<file path="config.mk">
export PLATFORM = sky130hd
export DESIGN_NAME = dmem_responder_flat
export DESIGN_NICKNAME = d
export VERILOG_FILES = /design/src/rtl/dmem_responder_if.sv /design/src/rtl/dmem_responder.sv /design/src/flat_wrapper.sv
export SDC_FILE = /design/constraint.sdc
export NUM_CORES = 1
export LEC_CHECK = 0
export BUFFER_PORTS_ARGS = -buffer_cell sky130_fd_sc_hd__clkbuf_2
export CORE_MARGIN = 4
export CORE_UTILIZATION = 40
export CTS_BUF_LIST = sky130_fd_sc_hd__clkbuf_4
export CTS_CLUSTER_DIAMETER = 80
export DETAILED_ROUTE_END_ITERATION = 12
export SLEW_MARGIN = 20
export SYNTH_ARGS = -nofsm -noshare
export SYNTH_HDL_FRONTEND = slang
export SYNTH_SLANG_ARGS = --single-unit
</file>
<file path="constraint.sdc">
create_clock -name clk_i -period 6.11 [get_ports clk_i]
set_input_delay 1.222 -clock clk_i [delete_from_list [all_inputs] [get_ports clk_i]]
set_output_delay 1.222 -clock clk_i [all_outputs]
set_load 0.005 [all_outputs]
</file>
<file path="src/rtl/dmem_responder_if.sv">
// MEM-stage data-memory bus between the CPU pipeline (master) and a responder (slave).
// Signal names follow the EX/MEM register outputs they are wired to.
interface dmem_responder_if;
    logic        MemRead_i;
    logic        MemWrite_i;
    logic [31:0] addr_i;
    logic [31:0] data_i;
    logic [31:0] data_o;
    logic        Stall_o;
    logic        Ack_o;
    logic        Err_o;

    modport master (
        output MemRead_i, MemWrite_i, addr_i, data_i,
        input  data_o, Stall_o, Ack_o, Err_o
    );

    modport slave (
        input  MemRead_i, MemWrite_i, addr_i, data_i,
        output data_o, Stall_o, Ack_o, Err_o
    );
endinterface

</file>
<file path="src/rtl/dmem_responder.sv">
// Multi-cycle word data memory: latches one load/store, stalls the pipeline for
// LATENCY cycles, then performs the access and pulses Ack_o (with Err_o on faults).
module dmem_responder #(
    parameter int DEPTH   = 32,
    parameter int LATENCY = 3
) (
    input  logic             clk_i,
    input  logic             rst_i,
    dmem_responder_if.slave  bus
);
    localparam int               IDX_W    = $clog2(DEPTH);
    localparam int               CNT_W    = (LATENCY > 1) ? $clog2(LATENCY) : 1;
    localparam logic [CNT_W-1:0] CNT_LOAD = CNT_W'(LATENCY - 1);
    localparam logic [31:0]      LIMIT    = 32'(4 * DEPTH);

    typedef enum logic [1:0] {IDLE, BUSY, DONE} state_t;

    state_t           state, state_nxt;
    logic [CNT_W-1:0] cnt;
    logic             rd_q, wr_q;
    logic [31:0]      addr_q, wdata_q;
    logic [31:0]      rdata_q;
    logic             ack_q, err_q;
    logic [31:0]      mem [DEPTH];

    logic             req, accept, finish, fault, stall;
    logic [IDX_W-1:0] idx;

    assign req   = bus.MemRead_i | bus.MemWrite_i;
    assign idx   = addr_q[IDX_W+1:2];
    assign fault = (rd_q & wr_q) | (addr_q[1:0] != 2'b00) | (addr_q >= LIMIT);

    // DONE never looks at the inputs, so a request still held there is not re-accepted.
    always_comb begin
        state_nxt = state;
        accept    = 1'b0;
        finish    = 1'b0;
        stall     = 1'b0;
        case (state)
            IDLE: begin
                if (req) begin
                    accept    = 1'b1;
                    stall     = 1'b1;
                    state_nxt = BUSY;
                end
            end
            BUSY: begin
                stall = 1'b1;
                if (cnt == '0) begin
                    finish    = 1'b1;
                    state_nxt = DONE;
                end
            end
            DONE:    state_nxt = IDLE;
            default: state_nxt = IDLE;
        endcase
        if (rst_i) begin
            stall = 1'b0;
        end
    end

    // ---- control, result registers and storage ----
    always_ff @(posedge clk_i) begin
        if (rst_i) begin
            state   <= IDLE;
            cnt     <= '0;
            rd_q    <= 1'b0;
            wr_q    <= 1'b0;
            rdata_q <= '0;
            ack_q   <= 1'b0;
            err_q   <= 1'b0;
            for (int i = 0; i < DEPTH; i++) begin
                mem[i] <= '0;
            end
        end else begin
            state <= state_nxt;
            ack_q <= finish;
            err_q <= finish & fault;
            if (accept) begin
                rd_q <= bus.MemRead_i;
                wr_q <= bus.MemWrite_i;
                cnt  <= CNT_LOAD;
            end else if (state == BUSY && cnt != '0) begin
                cnt <= cnt - 1'b1;
            end
            if (finish) begin
                if (fault) begin
                    if (rd_q) begin
                        rdata_q <= '0;
                    end
                end else if (rd_q) begin
                    rdata_q <= mem[idx];
                end else if (wr_q) begin
                    mem[idx] <= wdata_q;
                end
            end
        end
    end

    // ---- request payload capture ----
    always_ff @(posedge clk_i) begin
        if (accept) begin
            addr_q  <= bus.addr_i;
            wdata_q <= bus.data_i;
        end
    end

    assign bus.data_o  = rdata_q;
    assign bus.Ack_o   = ack_q;
    assign bus.Err_o   = err_q;
    assign bus.Stall_o = stall;
endmodule

</file>
<file path="src/flat_wrapper.sv">
// flat-port wrapper written by rule: the top's interface ports become plain ports
module dmem_responder_flat 
#(
    parameter int DEPTH   = 32,
    parameter int LATENCY = 3
)
  (clk_i, rst_i, bus_MemRead_i, bus_MemWrite_i, bus_addr_i, bus_data_i, bus_data_o, bus_Stall_o, bus_Ack_o, bus_Err_o);
  dmem_responder_if bus_i ();
  input  logic clk_i;
  input  logic rst_i;
  input wire logic [$bits(bus_i.MemRead_i)-1:0] bus_MemRead_i;
  input wire logic [$bits(bus_i.MemWrite_i)-1:0] bus_MemWrite_i;
  input wire logic [$bits(bus_i.addr_i)-1:0] bus_addr_i;
  input wire logic [$bits(bus_i.data_i)-1:0] bus_data_i;
  output wire logic [$bits(bus_i.data_o)-1:0] bus_data_o;
  output wire logic [$bits(bus_i.Stall_o)-1:0] bus_Stall_o;
  output wire logic [$bits(bus_i.Ack_o)-1:0] bus_Ack_o;
  output wire logic [$bits(bus_i.Err_o)-1:0] bus_Err_o;
  assign bus_i.MemRead_i = bus_MemRead_i;
  assign bus_i.MemWrite_i = bus_MemWrite_i;
  assign bus_i.addr_i = bus_addr_i;
  assign bus_i.data_i = bus_data_i;
  assign bus_data_o = bus_i.data_o;
  assign bus_Stall_o = bus_i.Stall_o;
  assign bus_Ack_o = bus_i.Ack_o;
  assign bus_Err_o = bus_i.Err_o;
  dmem_responder #(.DEPTH(DEPTH), .LATENCY(LATENCY)) u_core (.clk_i(clk_i), .rst_i(rst_i), .bus(bus_i));
endmodule
</file>
# Word-level counts from Yosys, hierarchy flattened
# Memory sizes are Yosys's and may differ from the RTL's. A register that Yosys moved wholly into a read port is not among the register bits.
# Index checks and enable logic that the tools add are counted.
# totals
register_bits	104
latch_bits	0
ram_bits	1024
mem_bits_ro	0
inputBits	68
elab_cells	57
memories	1
# classes
n_addsub	1
n_mul	0
div	0
order_cmp	1
n_eq_ne	3
shifts	0
mux	26
bitwise	5
reduce_logical	10
# memory_table
name	depth	width	rd	rd_clocked_by_memory_dff	write_ports	line_no	rtl
u_core.mem	32	32	1	1	32	dmem_responder.sv:24	logic [31:0] mem [DEPTH];
# op_table
cell	n
$mux W32	4
$ge A32 B8 Y1 const B	1
$reduce_or A32 Y1	1
$mux W1	14
$mux W5	2
$mux W2	4
$reduce_bool A2 Y1	3
$logic_not A2 Y1	2
$ne A2 B1 Y1 const B	2
$pmux W2 S2	1
$reduce_and A2 Y1	2
$or A1 B1 Y1	3
$and A1 B1 Y1	2
$eq A2 B1 Y1 const B	1
$pmux W1 S2	1
$reduce_or A2 Y1	1
$sub A2 B1 Y2 const B	1
$logic_and A1 B1 Y1	1

# Longest topological paths before layout
# Gate-level depths: netlist of run 1.
# depth
word_depth	9
mapped_depth	9

# Worst setup path after synthesis of run 1
# No wires, ideal clock.
# synth_path
path_kind	input to register
start	input port rst_i
end	memory u_core.mem[27][0], enable pin
arrival_time_ps	3074
required_time_ps	5722
setup_slack_ps	2648
cell_stages	6
cell_sequence	and4bb_1 > nand3b_1 > nor4_4 > buf_6 > clkbuf_1 > a21o_1
# synth_lines
element	line_no	rtl
start: declaration	flat_wrapper.sv:10	input logic rst_i;
end: declaration	dmem_responder.sv:24	

==> impl_metrics.xml, run 1 <==
<?xml version="1.0" encoding="UTF-8"?>
<metrics>
  <group name="clocking">
    <metric name="clkSlewWorstSetupHoldPaths" unit="ns">0.06</metric>
    <metric name="resize_count_post_cts" unit="">0</metric>
    <metric name="htree_num_levels" unit="">5</metric>
    <metric name="tritoncts" unit="">built</metric>
    <metric name="cts_bufs_inserted" unit="">314</metric>
    <metric name="ctsHoldBuffers" unit="">0</metric>
    <metric name="ctsRootBufferMaster" unit="">clkbuf_4</metric>
    <metric name="buffer_levels_on_the_longest_clock_path" unit="">4</metric>
    <metric name="post_cts.repair.setup_buffers" unit="">0</metric>
    <metric name="numClockSinks" unit="">1133</metric>
    <metric name="worst_skew_pair.late_latency" unit="ns">1.21</metric>
  </group>
  <group name="global_route">
    <metric name="globalRoute.busiestLayer" unit="">met2</metric>
    <metric name="grt_util_all_layers" unit="">0.2190</metric>
    <metric name="gr_layer_usage_met1" unit="">0.3141</metric>
    <metric name="antenna_violations_before_repair" unit="">18</metric>
    <metric name="grt_first_pass_wirelength" unit="µm">206200</metric>
    <metric name="grt_max_degree" unit="">96</metric>
    <metric name="grt_util_met3" unit="">0.05885</metric>
    <metric name="first_global_vias" unit="">28670</metric>
    <metric name="grt_overflow" unit="">0</metric>
    <metric name="use_met2" unit="">0.3267</metric>
  </group>
  <group name="pwr">
    <metric name="power_frac_comb" unit="">0.134</metric>
    <metric name="static-leakage-power" unit="nW">21.00</metric>
    <metric name="p_switching" unit="mW">4.873</metric>
    <metric name="power.share.switching" unit="">0.2705</metric>
    <metric name="clockPowerShare" unit="">0.369</metric>
    <metric name="power_density_of_the_placed_cells" unit="mW/mm²">319.8</metric>
    <metric name="power.sequential.fraction" unit="">0.498</metric>
    <metric name="p_int" unit="mW">13.14</metric>
    <metric name="vdd.ir_drop.worst" unit="V">0.0001908</metric>
  </group>
  <group name="synth">
    <metric name="synth_edf_count" unit="">1088</metric>
    <metric name="post_synth_instance_area" unit="mm²">0.05059</metric>
    <metric name="ys.warnings.count" unit="">0</metric>
    <metric name="netlist_instances" unit="">3260</metric>
    <metric name="ys_ff_latch" unit="">1133</metric>
    <metric name="ys_async_sr_fraction" unit="">0</metric>
    <metric name="dominantRegCellSynth" unit="">edfxtp_1</metric>
    <metric name="post_synth_num_cell_types" unit="">55</metric>
    <metric name="syn-num-nets" unit="">3329</metric>
    <metric name="synthDominantAreaCellType" unit="">edfxtp_1</metric>
    <metric name="fraction_of_the_yosys_area_taken_by_sequential_cells" unit="">0.6636</metric>
    <metric name="post_synth_main_area_contributors" unit="">edfxtp_1 65%, and2_1 12%, mux4_2 8.6%</metric>
    <metric name="syn_area_per_cell" unit="µm²">15.52</metric>
    <metric name="portion_of_synthesized_cell_area_occupied_by_the_leading_cell_type" unit="">0.6458</metric>
  </group>
  <group name="floorplan">
    <metric name="floorplan.die_area" unit="mm²">0.1322</metric>
    <metric name="coreArea" unit="mm²">0.1256</metric>
    <metric name="ios" unit="">103</metric>
    <metric name="fp-row-count" unit="">130</metric>
    <metric name="die_y" unit="µm">363.6</metric>
    <metric name="initial_core_utilization" unit="">0.4029</metric>
    <metric name="die_width" unit="µm">363.6</metric>
  </group>
  <group name="timing">
    <metric name="worstMarginPinSlew" unit="ns">1.168</metric>
    <metric name="tns" unit="ns">0</metric>
    <metric name="maxClockFrequency" unit="GHz">0.2416</metric>
    <metric name="setup_repair_after_global_routing_missed_its_margin" unit="">no</metric>
    <metric name="finalClockSkew" unit="ns">0.08016</metric>
    <metric name="layout_worst_path_cycle_share" unit="">0.6774</metric>
    <metric name="maxSlewViolCount" unit="">0</metric>
    <metric name="headroom_to_the_max_slew_limit" unit="">0.2214</metric>
    <metric name="worst_hold_slack" unit="ns">0.1943</metric>
    <metric name="period_minus_slack" unit="ns">4.139</metric>
    <metric name="hold_viol" unit="">0</metric>
    <metric name="number_of_setup_violations_in_the_final_report" unit="">0</metric>
    <metric name="post-route-worst-setup-slack" unit="ns">1.971</metric>
  </group>
  <group name="detailed_routing">
    <metric name="wire_length_per_cell_after_detailed_routing" unit="µm">27.35</metric>
    <metric name="antenna_violating_nets_post_route" unit="">0</metric>
    <metric name="postRouteWirelength" unit="µm">145200</metric>
    <metric name="routed_via_density" unit="">5.406</metric>
    <metric name="vias" unit="">28690</metric>
    <metric name="drc" unit="">0</metric>
    <metric name="first_iter_violations" unit="">3174</metric>
    <metric name="drtPass1Iterations" unit="">5</metric>
  </group>
  <group name="critical_path">
    <metric name="endpoint_type_of_the_worst_setup_path" unit="">flop</metric>
    <metric name="worstReg2RegEnd" unit="">u_core.mem[23][13]$_SDFFCE_PN0P_</metric>
    <metric name="reg2reg_setup_slack" unit="ns">1.97</metric>
    <metric name="setup.worst_path.start_class" unit="">flop</metric>
    <metric name="startpoint" unit="">u_core.addr_q[15]$_DFFE_PP_</metric>
    <metric name="worst_ep_required_time" unit="ns">6.87</metric>
    <metric name="cp_data_arrival_time" unit="ns">4.90</metric>
    <metric name="timing_worst_setup_path_type" unit="">flop to flop</metric>
    <metric name="critical_path.reg2reg.startpoint" unit="">u_core.addr_q[15]$_DFFE_PP_</metric>
    <metric name="worstPathMaxFanout" unit="">33</metric>
    <metric name="setup.worst_path.end" unit="">u_core.mem[23][13]$_SDFFCE_PN0P_</metric>
    <metric name="ff2ff_path_depth" unit="">5</metric>
  </group>
  <group name="layout">
    <metric name="area_growth_syn_to_fin" unit="%">11.34</metric>
    <metric name="finish.net_count" unit="">3524</metric>
    <metric name="drive_above_1_share" unit="">0.2972</metric>
  </group>
  <group name="placement">
    <metric name="place_worst_setup_slack" unit="ns">1.428</metric>
    <metric name="hpwlAfterDp" unit="µm">84160</metric>
    <metric name="portBuffers" unit="">102</metric>
    <metric name="gp_congestion" unit="">0.8192</metric>
  </group>
  <group name="run">
    <metric name="max_cap_viol_count" unit="">0</metric>
  </group>
  <group name="status">
    <metric name="outcome" unit="">complete, no violations</metric>
  </group>
  <group name="worst_hold_path">
    <metric name="holdCritPathClass" unit="">primary input to flop</metric>
  </group>
</metrics>
-- registers in the layout, indices dropped and copies added, names as in the netlist, named ones only --
register	count
u_core.addr_q	32
u_core.bus.Ack_o	1
u_core.bus.Err_o	1
u_core.bus.data_o	32
u_core.cnt	2
u_core.mem	1024
u_core.rd_q	1
u_core.state	2
u_core.wdata_q	32
u_core.wr_q	1
-- cell usage in the layout, fill, tap and decap left out, types with 4 or more instances in the layout --
cell type and n:
dfxtp_1 41, edfxtp_1 1088, mux4_2 193, nor4_4 4, clkinv_1 33, or2_2 32, nor3_4 4, clkbuf_2 102
mux2i_1 68, nor2_2 11, buf_12 4, a32o_1 30, nor3_1 6, nor2_1 10, a22oi_1 60, a21oi_1 34
diode_2 11, nor2b_1 8, and4_1 6, nand4_1 32, inv_2 4, mux2_2 154, and2_1 993, buf_4 82
and3_1 37, clkbuf_4 467, nand2_1 87
-- how the worst min path moves through the flow --
stage / startpoint / to / slack [ns] / cells past startpoint
floorplan: u_core.bus.data_o[29]$_SDFFE_PP0P_ / u_core.bus.data_o[29]$_SDFFE_PP0P_ / 0.45 / 2
global placement: u_core.bus.data_o[29]$_SDFFE_PP0P_ / u_core.bus.data_o[29]$_SDFFE_PP0P_ / 0.44 / 2
detailed placement: u_core.bus.data_o[3]$_SDFFE_PP0P_ / u_core.bus.data_o[3]$_SDFFE_PP0P_ / 0.46 / 1
CTS: bus_data_i[5] / u_core.wdata_q[5]$_DFFE_PP_ / 0.06 / 1
global route: bus_data_i[30] / u_core.wdata_q[30]$_DFFE_PP_ / 0.11 / 1
finish: bus_data_i[5] / u_core.wdata_q[5]$_DFFE_PP_ / 0.19 / 1
-- final cells by class --
class                      instances  area, µm²
antenna                           11      27.53
inverter                           4      16.27
fill                           11090      69240
sequential                      1133      33580
timing repair buffer             188       1206
tap                             1650       2064
clock buffer                     467       3506
multi-input combinational       1814      15710
clock inverter                    41      209.0
-- synthesized netlist by cell type, drive strengths merged (2+ instances only) --
library cell  instances
nand2                87
and2                993
nand3b                3
nor2b                 9
and3                 39
a22o                  2
buf                  78
and4                  6
mux4                193
a22oi                60
inv                   4
nor2                 21
a32o                 30
a21oi                34
nand4                34
mux2                154
dfxtp                45
nor3                 13
clkbuf              231
nand3                 3
and3b                 3
edfxtp             1088
nor4                 10
or2                  32
mux2i                68
nor3b                 3
nand2b                2
-- metrics by stage --
| stage | total power [mW] | instance area, µm² | cells | utilization |
|---|---|---|---|---|
| floorplan | 10.47 | 50590 | 3260 | - |
| global placement | 11.53 | 52590 | 4789 | 0.4188 |
| detailed placement | 11.54 | 52590 | 4789 | 0.4188 |
| CTS | 18.15 | 56300 | 5297 | 0.4484 |
| global route | 18.70 | 56310 | 5301 | 0.4484 |
| finish | 18.01 | 56330 | 5308 | 0.4486 |
-- logic make-up after synthesis --
logic type,after synthesis,synth area share
AO/OA/AOI/OAI,134,0.01976
buffers and inverters,313,0.02777
adder cells (fa/ha/maj),1,0.0002473
flip-flops,1133,0.6636
multiplexers,415,0.1336
AND/OR/NAND/NOR,1263,0.1548
XOR/XNOR,1,0.0001731
-- worst max-delay path: stages (launching register included) --
cell and delay, ns:
edfxtp_1 0.36, nor4_1 0.42, nand4_1 0.39, nor4_4 1.03, and2b_2 0.67, or2_2 0.78
-- routing by layer --
metal | routed length [µm] | part of all wire | up-vias
met5 | 34 | 0.00023 | -
met4 | 3641 | 0.025 | 4
met3 | 14110 | 0.097 | 234
met2 | 64880 | 0.45 | 1313
met1 | 62520 | 0.43 | 14600
li1 | - | - | 12540
-- power by group through the flow --
stage	clock network (mW)	registers, mW	logic, mW
after floorplan	0	9.01	1.46
after global placement	0	9.13	2.40
after detailed placement	0	9.14	2.40
after CTS	6.77	8.97	2.41
after global routing	7.20	8.99	2.50
final	6.64	8.97	2.41
Power figures use the tool's default switching activity.
==> run 2, diff against run 1 <==
==> constraint.sdc (replaced) <==
create_clock -name clk_i -period 3.8 [get_ports clk_i]
set_input_delay 0.76 -clock clk_i [delete_from_list [all_inputs] [get_ports clk_i]]
set_output_delay 0.76 -clock clk_i [all_outputs]
set_load 0.005 [all_outputs]
==> impl_metrics.xml, run 2 (same netlist as run 1, synthesis figures left out) <==
<?xml version="1.0" encoding="UTF-8"?>
<metrics>
  <group name="floorplan">
    <metric name="die_y" unit="µm">363.6</metric>
    <metric name="fp-row-count" unit="">130</metric>
    <metric name="floorplan.die_area" unit="mm²">0.1322</metric>
    <metric name="die_width" unit="µm">363.6</metric>
    <metric name="ios" unit="">103</metric>
    <metric name="coreArea" unit="mm²">0.1256</metric>
    <metric name="initial_core_utilization" unit="">0.4029</metric>
  </group>
  <group name="timing">
    <metric name="maxClockFrequency" unit="GHz">0.2920</metric>
    <metric name="headroom_to_the_max_slew_limit" unit="">0.2724</metric>
    <metric name="layout_worst_path_cycle_share" unit="">0.9012</metric>
    <metric name="finalClockSkew" unit="ns">0.1024</metric>
    <metric name="tns" unit="ns">0</metric>
    <metric name="maxSlewViolCount" unit="">0</metric>
    <metric name="period_minus_slack" unit="ns">3.425</metric>
    <metric name="worstMarginPinSlew" unit="ns">1.091</metric>
    <metric name="hold_viol" unit="">0</metric>
    <metric name="setup_repair_after_global_routing_missed_its_margin" unit="">no</metric>
    <metric name="number_of_setup_violations_in_the_final_report" unit="">0</metric>
  </group>
  <group name="worst_hold_path">
    <metric name="worstHoldPathCells" unit="">2</metric>
    <metric name="hold_path.startpoint" unit="">bus_data_i[13]</metric>
    <metric name="holdCritPathClass" unit="">primary input to flop</metric>
  </group>
  <group name="detailed_routing">
    <metric name="drc" unit="">0</metric>
    <metric name="routed_via_density" unit="">5.315</metric>
    <metric name="antenna_violating_nets_post_route" unit="">0</metric>
    <metric name="postRouteWirelength" unit="µm">135900</metric>
    <metric name="first_iter_violations" unit="">3015</metric>
    <metric name="vias" unit="">28980</metric>
    <metric name="drtPass1Iterations" unit="">5</metric>
    <metric name="wire_length_per_cell_after_detailed_routing" unit="µm">24.92</metric>
  </group>
  <group name="pwr">
    <metric name="power_frac_comb" unit="">0.128</metric>
    <metric name="power_density_of_the_placed_cells" unit="mW/mm²">500.3</metric>
    <metric name="power.share.switching" unit="">0.2584</metric>
    <metric name="clockPowerShare" unit="">0.375</metric>
    <metric name="p_int" unit="mW">21.53</metric>
    <metric name="vdd.ir_drop.worst" unit="V">0.0003550</metric>
    <metric name="static-leakage-power" unit="nW">21.83</metric>
    <metric name="report.power.total" unit="mW">29.04</metric>
    <metric name="p_switching" unit="mW">7.502</metric>
    <metric name="power.sequential.fraction" unit="">0.497</metric>
  </group>
  <group name="clocking">
    <metric name="buffer_levels_on_the_longest_clock_path" unit="">4</metric>
    <metric name="htree_num_levels" unit="">5</metric>
    <metric name="cts_bufs_inserted" unit="">314</metric>
    <metric name="worst_skew_pair.late_latency" unit="ns">1.23</metric>
    <metric name="tritoncts" unit="">built</metric>
    <metric name="numClockSinks" unit="">1133</metric>
    <metric name="ctsRootBufferMaster" unit="">clkbuf_4</metric>
    <metric name="clkSlewWorstSetupHoldPaths" unit="ns">0.07</metric>
    <metric name="resize_count_post_cts" unit="">0</metric>
  </group>
  <group name="placement">
    <metric name="hpwlAfterDp" unit="µm">79040</metric>
    <metric name="gp_congestion" unit="">0.7760</metric>
    <metric name="portBuffers" unit="">102</metric>
  </group>
  <group name="layout">
    <metric name="filler_cell_count" unit="">10890</metric>
    <metric name="finish.net_count" unit="">3650</metric>
    <metric name="largest_register_ff_count" unit="">1024</metric>
    <metric name="drive_above_1_share" unit="">0.3076</metric>
    <metric name="mostFrequentLayoutCell" unit="">edfxtp_1</metric>
    <metric name="top_library_cells_by_usage_in_the_layout_fill_and_taps_aside" unit="">1088 x edfxtp_1, 993 x and2_1, 482 x clkbuf_4</metric>
    <metric name="area_growth_syn_to_fin" unit="%">14.72</metric>
    <metric name="registers.top_by_ff_count" unit="">u_core.mem</metric>
  </group>
  <group name="critical_path">
    <metric name="ff2ff_path_depth" unit="">7</metric>
    <metric name="critical_path.reg2reg.startpoint" unit="">u_core.addr_q[15]$_DFFE_PP_</metric>
    <metric name="setup.worst_path.start_class" unit="">flop</metric>
    <metric name="cp_data_arrival_time" unit="ns">4.27</metric>
    <metric name="timing_worst_setup_path_type" unit="">flop to flop</metric>
    <metric name="startpoint" unit="">u_core.addr_q[15]$_DFFE_PP_</metric>
    <metric name="worst_ep_required_time" unit="ns">4.64</metric>
    <metric name="endpoint_type_of_the_worst_setup_path" unit="">flop</metric>
    <metric name="worstPathMaxFanout" unit="">31</metric>
  </group>
  <group name="global_route">
    <metric name="grt_util_all_layers" unit="">0.2065</metric>
    <metric name="antenna_violations_before_repair" unit="">5</metric>
    <metric name="grt_overflow" unit="">0</metric>
    <metric name="grt_first_pass_wirelength" unit="µm">200100</metric>
    <metric name="first_global_vias" unit="">29440</metric>
    <metric name="grt_max_degree" unit="">65</metric>
  </group>
  <group name="run">
    <metric name="max_cap_viol_count" unit="">0</metric>
  </group>
  <group name="status">
    <metric name="outcome" unit="">complete, no violations</metric>
  </group>
</metrics>
==> run 2: changes by cell type in the layout (fill, tap and decap cells not counted) <==
cell	previous run	this run
inv_2	4	9
clkbuf_4	467	482
buf_12	4	39
bufinv_16	2	3
clkinv_2	3	5
buf_4	82	105
dlygate4sd3_1	0	67
buf_8	0	1
clkinv_1	33	28
==> run 2: layout make-up <==
cell class / count / area (µm²) / share of cell area
antenna: 11 / 27.53 / 0.0004743
clock buffer: 482 / 3618 / 0.06235
clock inverter: 44 / 249.0 / 0.004290
inverter: 4 / 16.27 / 0.0002803
multi-input combinational: 1814 / 15710 / 0.2707
sequential: 1133 / 33580 / 0.5787
tap: 1650 / 2064 / 0.03557
timing repair buffer: 314 / 2765 / 0.04764
==> run 2: layer usage <==
metal,vias to the layer above,routed length [µm],GRT usage
met5,-,0,0
met4,0,2931,0.06290
met3,220,10490,0.04356
met2,1180,61440,0.3117
met1,14770,61020,0.3016
li1,12820,-,-
==> run 2: worst paths after layout <==
kind,to,slack (ns)
worst max register to register,u_core.mem[19][20]$_SDFFCE_PN0P_,0.38
worst min-delay path,u_core.wdata_q[13]$_DFFE_PP_,0.25
worst max-delay path,u_core.mem[19][20]$_SDFFCE_PN0P_,0.38
worst min register to register,u_core.bus.data_o[18]$_SDFFE_PP0P_,0.47
==> run 2: repair_timing <==
action | 4_1_cts | 5_1_grt
buffers inserted | 0 | 0
hold buffers | 67 | 0
endpoints found under the setup margin | 0 | 0
endpoints found under the hold margin | 72 | 0
==> run 2: critical path, stage by stage, from the launching register on <==
cell      delay, ns
edfxtp_1       0.39
nor4_1         0.40
nand4_1        0.45
nor4_4         0.81
buf_4          0.31
nor3b_4        0.24
or2_2          0.19
buf_12         0.23
==> run 2: per-stage QoR <==
step                setup slack (ns)  hold WS (ns)  std cells  instance area (µm²)    util
floorplan                     0.7999        0.4495       3260                50590       -
global placement              0.3898        0.4546       4847                53460  0.4257
detailed placement            0.3874        0.4572       4847                53460  0.4257
CTS                           0.4354        0.1264       5440                58000  0.4619
global route                  0.1296        0.1442       5448                58030  0.4621
finish                        0.3754        0.2451       5452                58040  0.4622
==> run 2: power groups by stage <==
stage,Clock (mW),Combinational [mW],Sequential [mW]
6_report,10.9,3.71,14.4
5_1_grt,11.9,3.90,14.5
4_1_cts,11.2,3.72,14.4
3_5_place_dp,0,3.66,14.7
3_3_place_gp,0,3.65,14.7
2_1_floorplan,0,2.34,14.5
